## src/rtl/branch_resolver.sv

```systemverilog
// In-order tracker of outstanding branch predictions. It pairs each resolution with the
// oldest prediction and emits training/mispredict pulses and statistics. Define BRES_FLUSH_EN to flush younger entries on a mispredict.
module branch_resolver #(
  parameter int DEPTH = 4,
  parameter int CNT_W = 8
) (
  input  logic                    clk,
  input  logic                    rst_n,
  input  logic                    pred_valid,
  input  logic                    pred_taken,
  input  logic                    res_valid,
  input  logic                    res_taken,
  output logic                    upd_result,
  output logic                    upd_taken,
  output logic                    mispredict,
  output logic                    full,
  output logic                    empty,
  output logic [$clog2(DEPTH):0]  count,
  output logic [CNT_W-1:0]        branch_cnt,
  output logic [CNT_W-1:0]        mispred_cnt,
  output logic                    err_ovf,
  output logic                    err_udf
);

  localparam int PTR_W = $clog2(DEPTH);
  localparam logic [PTR_W:0]   FULL_CNT = (PTR_W+1)'(DEPTH);
  localparam logic [PTR_W:0]   CNT_ONE  = (PTR_W+1)'(1);
  localparam logic [PTR_W-1:0] PTR_ONE  = PTR_W'(1);
  localparam logic [CNT_W-1:0] STAT_ONE = CNT_W'(1);

  logic [DEPTH-1:0] entries;
  logic [PTR_W-1:0] rd_ptr;
  logic [PTR_W-1:0] wr_ptr;
  logic [PTR_W-1:0] rd_ptr_inc;
  logic [PTR_W:0]   count_nxt;
  logic             pop;
  logic             push;
  logic             drop;
  logic             underflow;
  logic             miss;
  logic             flush;

  always_comb begin
    pop        = res_valid & ~empty;
    underflow  = res_valid & empty;
    miss       = pop & (entries[rd_ptr] ^ res_taken);
`ifdef BRES_FLUSH_EN
    flush      = miss;
`else
    flush      = 1'b0;
`endif
    // A push that coincides with a flush is silently discarded, not counted as overflow.
    push       = pred_valid & (~full | pop) & ~flush;
    drop       = pred_valid & full & ~pop;
    rd_ptr_inc = rd_ptr + PTR_ONE;
    count_nxt  = count;
    if (flush)
      count_nxt = '0;
    else if (push & ~pop)
      count_nxt = count + CNT_ONE;
    else if (pop & ~push)
      count_nxt = count - CNT_ONE;
  end

  always_ff @(posedge clk) begin
    if (rst_n && push)
      entries[wr_ptr] <= pred_taken;
  end

  always_ff @(posedge clk) begin
    if (!rst_n) begin
      rd_ptr      <= '0;
      wr_ptr      <= '0;
      count       <= '0;
      full        <= 1'b0;
      empty       <= 1'b1;
      upd_result  <= 1'b0;
      upd_taken   <= 1'b0;
      mispredict  <= 1'b0;
      branch_cnt  <= '0;
      mispred_cnt <= '0;
      err_ovf     <= 1'b0;
      err_udf     <= 1'b0;
    end else begin
      if (pop)
        rd_ptr <= rd_ptr_inc;
      if (flush)
        wr_ptr <= rd_ptr_inc;
      else if (push)
        wr_ptr <= wr_ptr + PTR_ONE;
      count      <= count_nxt;
      full       <= (count_nxt == FULL_CNT);
      empty      <= (count_nxt == '0);
      upd_result <= pop;
      upd_taken  <= pop & res_taken;
      mispredict <= miss;
      if (pop && branch_cnt != '1)
        branch_cnt <= branch_cnt + STAT_ONE;
      if (miss && mispred_cnt != '1)
        mispred_cnt <= mispred_cnt + STAT_ONE;
      if (drop)
        err_ovf <= 1'b1;
      if (underflow)
        err_udf <= 1'b1;
    end
  end

endmodule

```

## config.mk

```make
export PLATFORM = sky130hd
export DESIGN_NAME = branch_resolver
export DESIGN_NICKNAME = d
export VERILOG_FILES = /design/src/rtl/branch_resolver.sv
export SDC_FILE = /design/constraint.sdc
export NUM_CORES = 1
export LEC_CHECK = 0
export CELL_PAD_IN_SITES_DETAIL_PLACEMENT = 2
export CELL_PAD_IN_SITES_GLOBAL_PLACEMENT = 2
export CORE_MARGIN = 2
export CORE_UTILIZATION = 33
export CTS_BUF_LIST = sky130_fd_sc_hd__clkbuf_4 sky130_fd_sc_hd__clkbuf_8 sky130_fd_sc_hd__clkbuf_16
export DETAILED_ROUTE_END_ITERATION = 10
export PLACE_DENSITY_LB_ADDON = 0.1
export SETUP_SLACK_MARGIN = 0.3
export SYNTH_ARGS = -nofsm -noshare
export SYNTH_HDL_FRONTEND = slang
export SYNTH_SLANG_ARGS = --single-unit
```

## constraint.sdc

```tcl
create_clock -name clk -period 4 [get_ports clk]
set_input_delay 0.8 -clock clk [delete_from_list [all_inputs] [get_ports clk]]
set_output_delay 0.8 -clock clk [all_outputs]
set_load 0.005 [all_outputs]
```

==> impl_metrics.tcl, run 1 <==
set metrics [dict create \
    status "finished, final reports clean" \
    maxCapViolCount 0 \
    synth_cells 179 \
    grt_pass1_wl_um 6890 \
    mostFrequentLayoutCells "clkdlybuf4s50_1 (31), dfxtp_1 (30), a21oi_1 (16)" \
    postLayoutCoreUtil_pct 44.2 \
    cts_tree "built" \
    track_usage_pct 16.3 \
    nets 227 \
    cts_buffers 5 \
    h-tree-depth 2 \
    synth_edf_count 4 \
    die_area_um2 5530 \
    ys_async_sr_fraction_pct 0 \
    cts.sinks 34 \
    cts_root_buffer "clkbuf_8" \
    synth-main-ff-cell "dfxtp_1" \
    grt_overflow 0 \
    avgSynthCellArea_um2 9.12 \
    dr.pass1.iters 4 \
    fmax_ghz 0.421 \
    post_cts_buffers 0 \
    ys_seq_area_share_pct 44.1 \
    die_width_um 74.3 \
    avgViaCountPerCell 5.04 \
    hpwlAfterDp_um 3020 \
    synth_seq_cells 34 \
    finalSetupTns_ns 0 \
    hold_buffers 0 \
    drive_above_1_share_pct 6.07 \
    die_height_um 74.3 \
    place_congestion 0.807 \
    synthesis.nets 193 \
    crit_fanout 14 \
    cts_resized 0 \
    antenna_found_initial 0 \
    synthToLayoutAreaGrowth_pct 28.8 \
    worstSetupPathType "in -> reg" \
    syn-cell-area_um2 1630 \
    drc 0 \
    final_common_cell "clkdlybuf4s50_1" \
    antenna_left 0 \
    worstPathArrival_ns 2.57 \
    fillerInstances 538 \
    multi_input_area_um2 848 \
    power_density_nw_per_um2 416 \
    p_leak_nw 0.757 \
    wl_um 4150 \
    slew_headroom_pct 41.9 \
    grt_max_degree 24 \
    rows 25 \
    regArea_um2 721 \
    ys_warn_count 0 \
    instances_no_fill 281 \
    first_global_vias 1414 \
    period_needed_ns 2.38 \
    p_total_uw 875 \
    vias 1416 \
    worstHoldPathType "reg -> reg" \
    clockBufferDepth 2 \
    rsz0062_at_grt "no" \
    wl_per_cell_um 14.8 \
    cp-start-kind "input pin" \
    hold_violations 0 \
    crit_path_end_kind "flop" \
    ios 32 \
    ys_types 35 \
    dp_cells 273 \
    setup_viol 0 \
    drt_iter0_drc 67 \
    finClkSkew_ns 0.00490 \
    worst_ep_required_time_ns 4.19 \
    min_period_over_period_pct 59.4 \
    ir_drop_mv 0.195 \
    worstSkewPairLatency_ns 0.28 \
    initial_utilization_pct 34.3 \
    finalMaxSlewViolations 0 \
    clkTransAtPathRegs_ns 0.07 \
    n_antenna_cell 0 \
    port_buffers 31 \
    dp_slack_ns 1.31 \
    worst_slew_pin_slew_ns 0.865 \
    setup_ws_ns 1.62 \
    coreArea_um2 4750 \
]
-- cells in the mapped netlist, drive strengths merged (3+ instances only) --
master / instances / area share (%)
edfxtp: 4 / 7.4
inv: 9 / 2.1
dfxtp: 30 / 37
nand3: 6 / 1.8
o31ai: 7 / 3.5
nand2b: 7 / 2.7
and3: 7 / 2.7
xor2: 4 / 2.1
o21ai: 8 / 2.5
or3: 3 / 1.1
nor3: 4 / 1.2
xnor2: 3 / 1.6
ha: 8 / 6.1
nor2: 15 / 3.4
mux2i: 7 / 4.3
clkbuf: 5 / 1.1
nand2: 13 / 3.0
or4: 6 / 2.8
a21oi: 16 / 4.9
-- where the power goes --
group	switching (mW)	leakage [nW]	internal, mW
clock	0.120	0.0498	0.144
combinational	0.102	0.427	0.0998
sequential	0.0346	0.281	0.375
total	0.257	0.757	0.618
-- sequential cells by signal (all words and copies together) (netlist names), 2 cells and up --
register,cells
branch_cnt,8
count,3
wr_ptr,2
rd_ptr,2
mispred_cnt,8
entries,4
-- path summary, 6_finish.rpt --
kind | start | to | slack (ns) | cells after the start
max | res_valid | full | 1.62 | 6
min | err_udf | err_udf | 0.47 | 2
max reg2reg | rd_ptr[0] | mispred_cnt[0] | 1.89 | 4
min reg2reg | err_udf | err_udf | 0.47 | 2
-- worst max-delay path, stage by stage --
cell,delay [ns]
clkdlybuf4s50_1,0.53
nor2b_1,0.15
buf_4,0.21
nor3_1,0.11
or4_1,0.52
a221oi_1,0.25
-- cell families after synthesis --
group / count (synthesis) / synth area share [%]
and+or+nand+nor: 69 / 22.1
AOI/OAI and AO/OA: 38 / 14.3
DFF: 34 / 44.1
buffers and inverters: 15 / 3.91
muxes: 8 / 5.67
adders and majority gates: 8 / 6.13
xor gates and xnor gates: 7 / 3.75
-- layout make-up --
cell class / count / area share (%)
Timing Repair Buffer: 33 / 15.5
Inverter: 9 / 1.61
Multi-Input combinational cell: 130 / 40.3
Clock buffer: 8 / 4.34
Tap cell: 67 / 3.99
Sequential cell: 34 / 34.3
-- per-layer routing --
metal  routed length (um)  part of all wire (%)  vias to the layer above  GRT usage, %
li1                     -                     -                      708             -
met3                  142                   3.4                        4          4.74
met2                 2070                    50                       18          26.8
met4                   44                   1.1                        0          5.56
met1                 1890                    46                      686          20.7
met5                    0                     0                        -             0
-- per-stage QoR --
stage                     hold WS [ns]  instance area (um^2)
final                            0.469                  2100
after floorplan                  0.460                  1630
after global routing             0.518                  2100
after global placement           0.452                  2010
after detailed placement         0.461                  2010
after CTS                        0.479                  2100
(Power assumes the default switching activity.)
==> run 2, diff against run 1 <==
--- a/config.mk
+++ b/config.mk
@@ -8,7 +8,7 @@
 export CELL_PAD_IN_SITES_DETAIL_PLACEMENT = 2
 export CELL_PAD_IN_SITES_GLOBAL_PLACEMENT = 2
 export CORE_MARGIN = 2
-export CORE_UTILIZATION = 33
+export CORE_UTILIZATION = 28
 export CTS_BUF_LIST = sky130_fd_sc_hd__clkbuf_4 sky130_fd_sc_hd__clkbuf_8 sky130_fd_sc_hd__clkbuf_16
 export DETAILED_ROUTE_END_ITERATION = 10
 export PLACE_DENSITY_LB_ADDON = 0.1
==> constraint.sdc (replaced) <==
create_clock -name clk -period 2.1 [get_ports clk]
set_input_delay 0.42 -clock clk [delete_from_list [all_inputs] [get_ports clk]]
set_output_delay 0.42 -clock clk [all_outputs]
set_load 0.005 [all_outputs]
==> impl_metrics.tcl, run 2 (synthesis results as in run 1) <==
set metrics [dict create \
    grt_max_degree 17 \
    die_height_um 80.4 \
    hp-start "err_ovf" \
    initial_utilization_pct 29.3 \
    finClkSkew_ns 0.00854 \
    grt_pass1_wl_um 8060 \
    final_common_cell "clkdlybuf4s50_1" \
    drt_iter0_drc 50 \
    place_congestion 0.756 \
    r2r_setup_slack_ns 0.28 \
    p_leak_nw 0.858 \
    drive_above_1_share_pct 21.2 \
    first_global_vias 1621 \
    crit_path_end_kind "flop" \
    r2r_cells 4 \
    p_total_mw 1.80 \
    whs_endpoint "err_ovf" \
    worstSkewPairLatency_ns 0.29 \
    timing.rr.start "rd_ptr[0]" \
    avgViaCountPerCell 5.08 \
    cts_root_buffer "clkbuf_8" \
    rsz0062_at_grt "yes" \
    slew_headroom_pct 70.5 \
    antenna_left 0 \
    maxCapViolCount 0 \
    drc 0 \
    cp-start-kind "flop" \
    setup_ws_ns 0.278 \
    worstPathArrival_ns 2.04 \
    hold_path_depth 2 \
    min_period_over_period_pct 86.7 \
    grt_overflow 0 \
    die_width_um 80.4 \
    ir_drop_mv 0.357 \
    antenna_found_initial 0 \
    fmax_ghz 0.549 \
    worstHoldPathType "reg -> reg" \
    status "finished, final reports clean" \
    hold_violations 0 \
    synthToLayoutAreaGrowth_pct 43.5 \
    vias 1538 \
    reg_top3 "branch_cnt (8), mispred_cnt (8), entries (4)" \
    mostFrequentLayoutCells "clkdlybuf4s50_1 (31), dfxtp_1 (27), buf_4 (18)" \
    worst_slew_pin_slew_ns 0.441 \
    period_needed_ns 1.82 \
    regToRegEndpoint "mispred_cnt[3]" \
    power_density_nw_per_um2 767 \
    worstSetupPathType "reg -> reg" \
    clkTransAtPathRegs_ns 0.07 \
    setup_viol 0 \
    die_area_um2 6460 \
    track_usage_pct 16.2 \
    cts_buffers 5 \
    wl_um 4800 \
    hpwlAfterDp_um 3460 \
    wl_per_cell_um 15.9 \
    dr.pass1.iters 4 \
    clockBufferDepth 2 \
    nets 244 \
    instances_no_fill 303 \
    rows 27 \
    worst_ep_required_time_ns 2.32 \
    coreArea_um2 5570 \
    dp_slack_ns -0.0434 \
    setup.worst_path.start "rd_ptr[0]" \
    ios 32 \
    cts.sinks 34 \
    finalMaxSlewViolations 0 \
    cts_tree "built" \
    port_buffers 31 \
    postLayoutCoreUtil_pct 42.0 \
    crit_fanout 8 \
    n_antenna_cell 0 \
    h-tree-depth 2 \
    hold_buffers 0 \
    dp_cells 290 \
]
[run 2: final cells by class]
type / count / area (um^2)
sequential: 34 / 724
tap: 72 / 90.1
multi-input combinational: 130 / 953
fill: 632 / 3230
inverter: 9 / 33.8
clock buffer: 6 / 76.3
clock inverter: 2 / 8.76
timing repair buffer: 50 / 457
[run 2: worst max-delay path, stage by stage (launching register included)]
cell     delay (ns)
dfxtp_2        0.35
mux4_2         0.56
xnor2_4        0.21
or4_4          0.50
a21oi_2        0.14
[run 2: per-stage QoR]
stage          hold slack [ns]  area, um^2  setup TNS, ns
2_1_floorplan            0.460        1640              0
3_3_place_gp             0.451        2120              0
3_5_place_dp             0.466        2120        -0.0434
4_1_cts                  0.483        2260              0
5_1_grt                  0.528        2340              0
6_report                 0.474        2340              0
[run 2: how the worst max path moves through the flow]
stage,end,slack [ns],cells past startpoint
after floorplan,mispred_cnt[3],0.32,5
after global placement,full,0.03,6
after detailed placement,full,-0.04,6
after CTS,mispred_cnt[7],0.27,4
after global routing,mispred_cnt[3],0.19,5
final,mispred_cnt[3],0.28,4
[run 2: power breakdown]
group	internal (mW)	total (mW)	switching (mW)	leakage, nW
clock network	0.241	0.489	0.248	0.0460
registers	0.716	0.782	0.0665	0.282
logic	0.280	0.525	0.244	0.530
total	1.24	1.80	0.559	0.858
[run 2: layer usage]
metal | vias up | part of all wire [%] | track usage, %
met5 | - | 0 | 0
met4 | 0 | 1.5 | 5.42
met3 | 6 | 2.4 | 3.93
met2 | 20 | 54 | 28.3
met1 | 770 | 42 | 19.2
li1 | 742 | - | -
[run 2: timing repair]
action	4_1_cts	5_1_grt
pin swaps	3	7
buffers inserted	4	1
setup endpoints to repair	8	14
resized for setup	5	19
